$ cat src/rtl/display_timing_pkg.sv
// Shared types and default 640x480@60 raster constants for display timing.
package display_timing_pkg;

    localparam int CNT_W     = 10;
    localparam int MAX_TOTAL = 1 << CNT_W;

    localparam int DEF_H_ACTIVE = 640;
    localparam int DEF_H_FP     = 16;
    localparam int DEF_H_SYNC   = 96;
    localparam int DEF_H_BP     = 48;
    localparam int DEF_V_ACTIVE = 480;
    localparam int DEF_V_FP     = 10;
    localparam int DEF_V_SYNC   = 2;
    localparam int DEF_V_BP     = 33;

    typedef enum logic [1:0] {PH_ACTIVE, PH_FRONT, PH_SYNC, PH_BACK} phase_t;
    typedef enum logic {ST_IDLE, ST_RUN} top_state_t;

endpackage

$ cat src/rtl/display_timing_ctrl_axis.sv
// One raster axis: position counter plus registered phase tracking.
// The phase register steps on the same advance that crosses a boundary,
// so phase never has to be decoded from the count.
module axis_phase_counter
    import display_timing_pkg::*;
#(
    parameter int ACTIVE = DEF_H_ACTIVE,
    parameter int FP     = DEF_H_FP,
    parameter int SYNC   = DEF_H_SYNC,
    parameter int BP     = DEF_H_BP
) (
    input  logic             clk,
    input  logic             rst,
    input  logic             advance,
    input  logic             clear,
    output logic [CNT_W-1:0] count,
    output phase_t           phase,
    output logic             wrap
);

    localparam int TOTAL = ACTIVE + FP + SYNC + BP;
    localparam logic [CNT_W-1:0] LAST_ACT  = CNT_W'(ACTIVE - 1);
    localparam logic [CNT_W-1:0] LAST_FP   = CNT_W'(ACTIVE + FP - 1);
    localparam logic [CNT_W-1:0] LAST_SYNC = CNT_W'(ACTIVE + FP + SYNC - 1);
    localparam logic [CNT_W-1:0] LAST      = CNT_W'(TOTAL - 1);

    logic [CNT_W-1:0] count_nxt;
    phase_t           phase_nxt;

    // Explicit compare against TOTAL-1; the counter never relies on overflow.
    assign wrap = advance && (count == LAST);

    // Next count and next phase; clear dominates advance.
    always_comb begin
        count_nxt = count;
        phase_nxt = phase;
        if (clear) begin
            count_nxt = '0;
            phase_nxt = PH_ACTIVE;
        end else if (advance) begin
            count_nxt = wrap ? '0 : count + 1'b1;
            case (phase)
                PH_ACTIVE: if (count == LAST_ACT)  phase_nxt = PH_FRONT;
                PH_FRONT:  if (count == LAST_FP)   phase_nxt = PH_SYNC;
                PH_SYNC:   if (count == LAST_SYNC) phase_nxt = PH_BACK;
                PH_BACK:   if (count == LAST)      phase_nxt = PH_ACTIVE;
                default:                           phase_nxt = PH_ACTIVE;
            endcase
        end
    end

    // Count and phase registers.
    always_ff @(posedge clk or posedge rst) begin
        if (rst) begin
            count <= '0;
            phase <= PH_ACTIVE;
        end else begin
            count <= count_nxt;
            phase <= phase_nxt;
        end
    end

endmodule

$ cat src/rtl/display_timing_ctrl.sv
// Raster timing sequencer: turns the pixel strobe into h/v positions,
// sync pulses, the active-video qualifier and line/frame markers.
module display_timing_ctrl
    import display_timing_pkg::*;
#(
    parameter int H_ACTIVE = DEF_H_ACTIVE,
    parameter int H_FP     = DEF_H_FP,
    parameter int H_SYNC   = DEF_H_SYNC,
    parameter int H_BP     = DEF_H_BP,
    parameter int V_ACTIVE = DEF_V_ACTIVE,
    parameter int V_FP     = DEF_V_FP,
    parameter int V_SYNC   = DEF_V_SYNC,
    parameter int V_BP     = DEF_V_BP,
    parameter bit SYNC_POL = 1'b0
) (
    input  logic             clk,
    input  logic             rst,
    input  logic             enable,
    input  logic             restart,
    input  logic             pixel_tick,
    output logic [CNT_W-1:0] hcount,
    output logic [CNT_W-1:0] vcount,
    output logic             hsync,
    output logic             vsync,
    output logic             active_video,
    output logic             line_start,
    output logic             frame_start,
    output logic             running
);

    localparam int H_TOTAL = H_ACTIVE + H_FP + H_SYNC + H_BP;
    localparam int V_TOTAL = V_ACTIVE + V_FP + V_SYNC + V_BP;

    if (H_TOTAL > MAX_TOTAL || V_TOTAL > MAX_TOTAL) begin : g_bad_cfg
        $error("display_timing_ctrl: H_TOTAL/V_TOTAL exceed 10-bit counters");
    end

    top_state_t state, state_nxt;
    phase_t     h_phase, v_phase;
    logic       tick_acc, cnt_clear, h_adv, h_wrap, v_wrap, start;

    assign tick_acc  = enable && pixel_tick;
    assign start     = (state == ST_IDLE) && tick_acc;
    // Restart wins over a coincident tick; IDLE holds counters at zero.
    assign cnt_clear = (state == ST_IDLE) || restart;
    assign h_adv     = (state == ST_RUN) && tick_acc && !restart;

    // Top FSM next state: start on first accepted tick, restart returns to IDLE.
    always_comb begin
        state_nxt = state;
        case (state)
            ST_IDLE: if (tick_acc) state_nxt = ST_RUN;
            ST_RUN:  if (restart)  state_nxt = ST_IDLE;
            default:               state_nxt = ST_IDLE;
        endcase
    end

    // Top FSM state register.
    always_ff @(posedge clk or posedge rst) begin
        if (rst) state <= ST_IDLE;
        else     state <= state_nxt;
    end

    axis_phase_counter #(
        .ACTIVE(H_ACTIVE), .FP(H_FP), .SYNC(H_SYNC), .BP(H_BP)
    ) u_h (
        .clk(clk), .rst(rst), .advance(h_adv), .clear(cnt_clear),
        .count(hcount), .phase(h_phase), .wrap(h_wrap)
    );

    axis_phase_counter #(
        .ACTIVE(V_ACTIVE), .FP(V_FP), .SYNC(V_SYNC), .BP(V_BP)
    ) u_v (
        .clk(clk), .rst(rst), .advance(h_wrap), .clear(cnt_clear),
        .count(vcount), .phase(v_phase), .wrap(v_wrap)
    );

    // Markers are re-evaluated every edge, so they last exactly one clk and
    // drop to 0 whenever no tick is accepted.
    always_ff @(posedge clk or posedge rst) begin
        if (rst) begin
            line_start  <= 1'b0;
            frame_start <= 1'b0;
        end else begin
            line_start  <= start || h_wrap;
            frame_start <= start || (h_wrap && v_wrap);
        end
    end

    // Level outputs depend only on registers, so they move on the accepting
    // edge (or immediately on async reset) and have no input-to-output path.
    assign running      = (state == ST_RUN);
    assign hsync        = (running && h_phase == PH_SYNC) ? SYNC_POL : !SYNC_POL;
    assign vsync        = (running && v_phase == PH_SYNC) ? SYNC_POL : !SYNC_POL;
    assign active_video = running && (h_phase == PH_ACTIVE) && (v_phase == PH_ACTIVE);

endmodule

$ cat config.mk
export PLATFORM = sky130hd
export DESIGN_NAME = display_timing_ctrl
export DESIGN_NICKNAME = d
export VERILOG_FILES = /design/src/rtl/display_timing_pkg.sv /design/src/rtl/display_timing_ctrl_axis.sv /design/src/rtl/display_timing_ctrl.sv
export SDC_FILE = /design/constraint.sdc
export NUM_CORES = 1
export LEC_CHECK = 0
export CAP_MARGIN = 10
export CORE_ASPECT_RATIO = 0.8
export CORE_MARGIN = 10
export CORE_UTILIZATION = 42
export CTS_BUF_LIST = sky130_fd_sc_hd__clkbuf_8
export DETAILED_ROUTE_END_ITERATION = 6
export MAX_ROUTING_LAYER = met4
export PLACE_DENSITY = 0.68
export SLEW_MARGIN = 20
export SYNTH_ARGS = -nofsm -noshare
export SYNTH_HDL_FRONTEND = slang
export SYNTH_SLANG_ARGS = --single-unit
$ cat constraint.sdc
create_clock -name clk -period 5 [get_ports clk]
set_clock_uncertainty 0.1 [all_clocks]
set_input_delay 1 -clock clk [delete_from_list [all_inputs] [get_ports clk]]
set_output_delay 1 -clock clk [all_outputs]
set_load 0.02 [all_outputs]
==> impl_metrics.py <==
metrics = {
    "timing": {
        "finalCriticalPeriod_ps": 3090,
        "hold_viol_final": 0,
        "final_max_slew_viol_count": 0,
        "period_share": 0.618,
        "setup_tns_ps": 0,
        "fin_ws_ps": 1910,
        "fmax_mhz": 323,
        "slew_headroom": 0.466,
        "worst_pin_slew_ps": 798,
        "rsz0062_at_grt": "false",
        "setup_viol": 0,
    },
    "min_path": {
        "hold_depth": 2,
        "hold_class": "reg -> reg",
        "min_from": "u_h.phase[1]",
    },
    "worst_setup_path": {
        "cp-end-kind": "flip-flop",
        "critPathKind": "in -> reg",
        "arrival_ps": 3150,
        "path_buf_inv": 1,
        "path_cells": "clkdlybuf4s50_1, nand2_1, o41ai_4, o2111ai_1, mux2i_1",
        "reg2regPathDepth": 5,
        "slowest_delay_ps": 870,
        "worstSetupStartpoint": "enable",
        "r2r_start": "u_h.count[0]",
        "cp_slowest_cell": "o41ai_4",
        "crit_fanout": 16,
        "cp-start-kind": "primary input",
        "crit_family": "compound AO/OA/AOI/OAI gates",
        "path_depth": 5,
        "cp.required_ps": 5050,
    },
    "clocking": {
        "clk_latency_ps": 280,
        "cts_buffer_depth": 2,
        "tritoncts": "yes",
        "cts_max_level": 1,
        "post_cts_buffers": 0,
        "clock-sinks": 27,
        "cts_root_buf": "clkbuf_8",
        "post_cts_resized": 0,
        "clk_pin_slew_worst_paths_ps": 90,
        "cts_made_buffers": 3,
        "ctsHoldBuffers": 0,
    },
    "power": {
        "p_leak_nw": 0.859,
        "share_comb_of_total_power": 0.124,
        "power.switching_mw": 0.108,
        "p_sw_frac": 0.266,
        "power.share.sequential": 0.556,
        "irDropWorstVdd_mv": 0.138,
        "intPower_mw": 0.298,
        "power_frac_clock": 0.320,
        "powerDensity_nw_per_um2": 190,
    },
    "drt": {
        "drtIter0Drc": 146,
        "drc_errors": 0,
        "vias": 1467,
        "via_per_inst": 5.49,
        "ant_nets": 0,
        "routedWlPerCell_microns": 15.8,
        "firstDrtPassIters": 4,
        "wl_microns": 4210,
    },
    "global_routing": {
        "grt_util_met3": 0.0317,
        "grt_max_degree": 28,
        "grt-ovfl-total": 0,
        "track_usage": 0.122,
        "grt_pass1_wl_microns": 7250,
        "antenna_found_initial": 0,
        "grtUsageMet1": 0.160,
        "use_met2": 0.183,
        "grt_pass1_vias": 1448,
        "busiest_layer": "met2",
    },
    "placed_design": {
        "gp_congestion": 0.914,
        "hpwl_microns": 3190,
        "place.port_buffers": 30,
        "pre_cts_slack_ps": 1620,
    },
    "yosys": {
        "synth_nets": 201,
        "avgSynthCellArea_sq_um": 9.56,
        "yosys-top-cells-area": "dfrtp_1 39%, ha_1 10%, xor2_1 4.0%",
        "yosysWarnings": 0,
        "ys.flop_type": "dfrtp_1",
        "synthTopCellsByCount": "27 x dfrtp_1, 17 x nor2_1, 16 x nand2_1",
        "synth.yosys.seq_area_share": 0.388,
        "synthCells": 182,
        "synth_top_area_frac": 0.388,
        "synth_top_cell_by_area": "dfrtp_1",
        "synth_edf_count": 0,
        "synth_most_common_cell": "dfrtp_1",
        "synthesis.area_sq_um": 1740,
        "synth_seq_cells": 27,
        "ys_types": 46,
        "async_flop_share": 1.00,
    },
    "final_layout": {
        "diodes": 0,
        "nNetsFinal": 232,
        "syn_to_final_growth_pct": 22.7,
        "layout-drive-gt1-share": 0.0708,
    },
    "die": {
        "initial_core_util": 0.446,
        "core_sq_um": 3900,
        "die_height_microns": 77.6,
        "die_area_sq_um": 7130,
        "num_io_pins": 31,
        "num_rows": 20,
        "die_x_microns": 92.0,
    },
    "flow_run": {
        "drv_cap": 0,
    },
    "status": {
        "outcome": "finished, final reports clean",
    },
}
## worst min-delay path: stages, from the launching register on
cell     delay, ps
dfrtp_1        420
nand2_1         70
mux2i_1         60
## cells in the final DEF (no fill, tap or decap), types with 2 or more instances in the layout
cell and instances:
o2bb2ai_1 2, xor2_1 8, mux2i_1 3, clkdlybuf4s50_1 30, o211ai_1 2, or3_1 4
nand2b_1 5, dfrtp_1 27, a21oi_1 8, o21ai_0 9, clkbuf_8 3, and4_1 2
nand2_1 16, a31oi_1 2, nand4_1 8, inv_1 7, nand3_1 9, and2_1 2
nor2b_1 2, nand3b_1 2, nor2_1 17, ha_1 14, xnor2_1 4, and3_1 2
## final timing paths
kind,slack [ps],end
max in group asynchronous,3420,u_h.phase[0]
max,1910,u_v.phase[1]
max reg2reg,2430,u_v.phase[1]
min reg2reg,480,u_h.phase[1]
min,480,u_h.phase[1]
min in group asynchronous,990,u_v.count[7]
## flip-flops by register name, indices dropped and copies added (netlist names)
name	cells
u_h.count	10
u_h.phase	2
u_v.phase	2
u_v.count	10
line_start	1
running	1
frame_start	1
## metrics by stage
| step | util | area, sq um | hold WS [ps] | std cells | total power [mW] |
|---|---|---|---|---|---|
| global route | 0.547 | 2140 | 537 | 267 | 0.422 |
| CTS | 0.547 | 2140 | 485 | 267 | 0.411 |
| detailed placement | 0.535 | 2090 | 468 | 263 | 0.281 |
| global placement | 0.535 | 2090 | 459 | 263 | 0.280 |
| finish | 0.547 | 2140 | 485 | 267 | 0.406 |
| floorplan | - | 1740 | 441 | 182 | 0.263 |
## cells by family after synthesis
group,share of synthesized area
muxes,0.0173
and+or+nand+nor,0.262
AOI/OAI and AO/OA,0.137
buffers and inverters,0.0345
DFF,0.388
xor gates and xnor gates,0.0604
adders and majority gates,0.101
## power by group through the flow
stage / Combinational, mW / Sequential [mW] / Clock [mW]
2_1_floorplan: 0.0310 / 0.232 / 0
3_3_place_gp: 0.0501 / 0.230 / 0
3_5_place_dp: 0.0508 / 0.230 / 0
4_1_cts: 0.0511 / 0.226 / 0.134
5_1_grt: 0.0560 / 0.227 / 0.139
6_report: 0.0503 / 0.226 / 0.130
## layout make-up
class	instances	area [sq um]
clock inverters	1	7.51
well taps	55	68.8
repair buffers	31	308
inverters	8	30.0
fillers	370	1770
flip-flops and latches	27	676
multi-input cells	142	1000
clock buffers	3	41.3
## routing by layer
layer | part of all wire | vias to the layer above
li1 | - | 709
met1 | 0.46 | 711
met2 | 0.46 | 45
met3 | 0.069 | 2
met4 | 0.0052 | 0
met5 | 0 | -
(Power assumes the default switching activity.)
==> patch, RTL diff (config.mk and constraints unchanged) <==
Make the reset (`rst`) synchronous in 3 clocked blocks. Comments in the files are not updated.
--- a/src/rtl/display_timing_ctrl_axis.sv
+++ b/src/rtl/display_timing_ctrl_axis.sv
@@ -52,3 +52,3 @@
     // Count and phase registers.
-    always_ff @(posedge clk or posedge rst) begin
+    always_ff @(posedge clk) begin
         if (rst) begin
--- a/src/rtl/display_timing_ctrl.sv
+++ b/src/rtl/display_timing_ctrl.sv
@@ -58,3 +58,3 @@
     // Top FSM state register.
-    always_ff @(posedge clk or posedge rst) begin
+    always_ff @(posedge clk) begin
         if (rst) state <= ST_IDLE;
@@ -79,3 +79,3 @@
     // drop to 0 whenever no tick is accepted.
-    always_ff @(posedge clk or posedge rst) begin
+    always_ff @(posedge clk) begin
         if (rst) begin
Behaviour: differs if rst is asserted again (counterexample within 4 cycles, from zero or initial values and one cycle with rst high); with rst held inactive, the same outputs for 10 cycles.
==> patch against the original RTL <==
Design area is 8.5% lower; via count is 4.7% lower; area after synthesis is 9.7% lower; routed wire length is 8.7% lower; setup slack better by 0.24 ns; sequential cell count stayed put; register-to-register slack better by 0.36 ns; critical path type is now flip-flop to output port.
Power is not compared: it rests on default switching activity, and its combinational part moved more than twofold at a synthesized area within 25%.
==> patch: results (changes against the original RTL) <==
| Metric | Value |
|---|---|
| Crit-path max FO | 4 (-12) |
| Final non-filler cell total | 251 (-6.0%) |
| Synth top area cells | dfxtp_1 34%, ha_1 9.6%, nor2_1 4.8%, nor4_2 4.8%, xnor2_1 4.5% |
| Max transition margin | 0.703 (+0.236) |
| FMAX | 351 MHz (+8.5%) |
| Met1 Routed Length | 1890 microns (-2.7%) |
| Iteration-0 DRC Markers | 117 (-20%) |
| Worst reg2reg path endpoint | u_v.count[9] |
| Post-DP HPWL | 3020 microns (-5.3%) |
| Routed length per instance | 15.3 microns (-2.9%) |
| Hold_ws | 0.408 ns (-0.0763 ns) |
| Met2 usage | 0.202 (+0.0185) |
| Synthesized net count | 195 (-3.0%) |
| Worst setup endpoint | active_video |
| Synth Area in Compound Gates | 0.0900 (-0.0473) |
| Multiplexer share of the synthesized area | 0 (-0.0173) |
| Worst Hold Path EP | u_h.phase[1] |
| Status | complete, no violations |
| Reg2reg start | u_h.count[0] |
| Ys flop type | dfxtp_1 |
| Adder-Cell Fraction of Synth Area | 0.0955 (-0.00511) |
| Synth cell count leaders | 27 x dfxtp_1, 20 x nor2_1, 18 x nand2_1 |
| Place WS | 2.14 ns (+0.519 ns) |
| Post-Place Cells | 247 (-6.1%) |
| Asr flop ratio synth | 0 (-1.00) |
| CP Launch Point | u_v.phase[0] |
| Share of cells above drive strength 1 | 0.0670 (-0.00377) |
| Largest net degree at the start of global routing | 17 (-39%) |
| R2r worst-path depth | 6 (+1) |
| Met3 track utilization from global routing | 0.0388 (+0.00710) |
| XOR/XNOR share of the synthesized area | 0.0892 (+0.0288) |
| Sequential fraction of the synthesis area | 0.344 (-0.0443) |
[patch: changes by cell type in the layout (fill, tap and decap cells not counted), moves of 3 or more]
cell	change
dfrtp_1	-27
dfxtp_1	+27
o21ai_0	-8
nor4_2	+5
xnor2_1	+4
mux2i_1	-3
nand2b_1	-3
nor2_1	+3
nor3_1	+3
[patch: worst max-delay path, delay by kind of cell, from the launching register on]
| family | cells | cell delay (ns) |
|---|---|---|
| adder cells (fa/ha/maj) | 1 | 0.24 |
| buffers and inverters | 2 | 0.63 |
| flip-flops | 1 | 0.40 |
| AND/OR/NAND/NOR | 1 | 0.20 |
[patch: layout make-up]
class,instances,area (sq um)
Clock buffer,3,41.3
Clock inverter,1,7.51
Fill cell,329,1560
Inverter,9,33.8
Multi-Input combinational cell,139,978
Sequential cell,27,541
Tap cell,42,52.6
Timing Repair Buffer,30,300
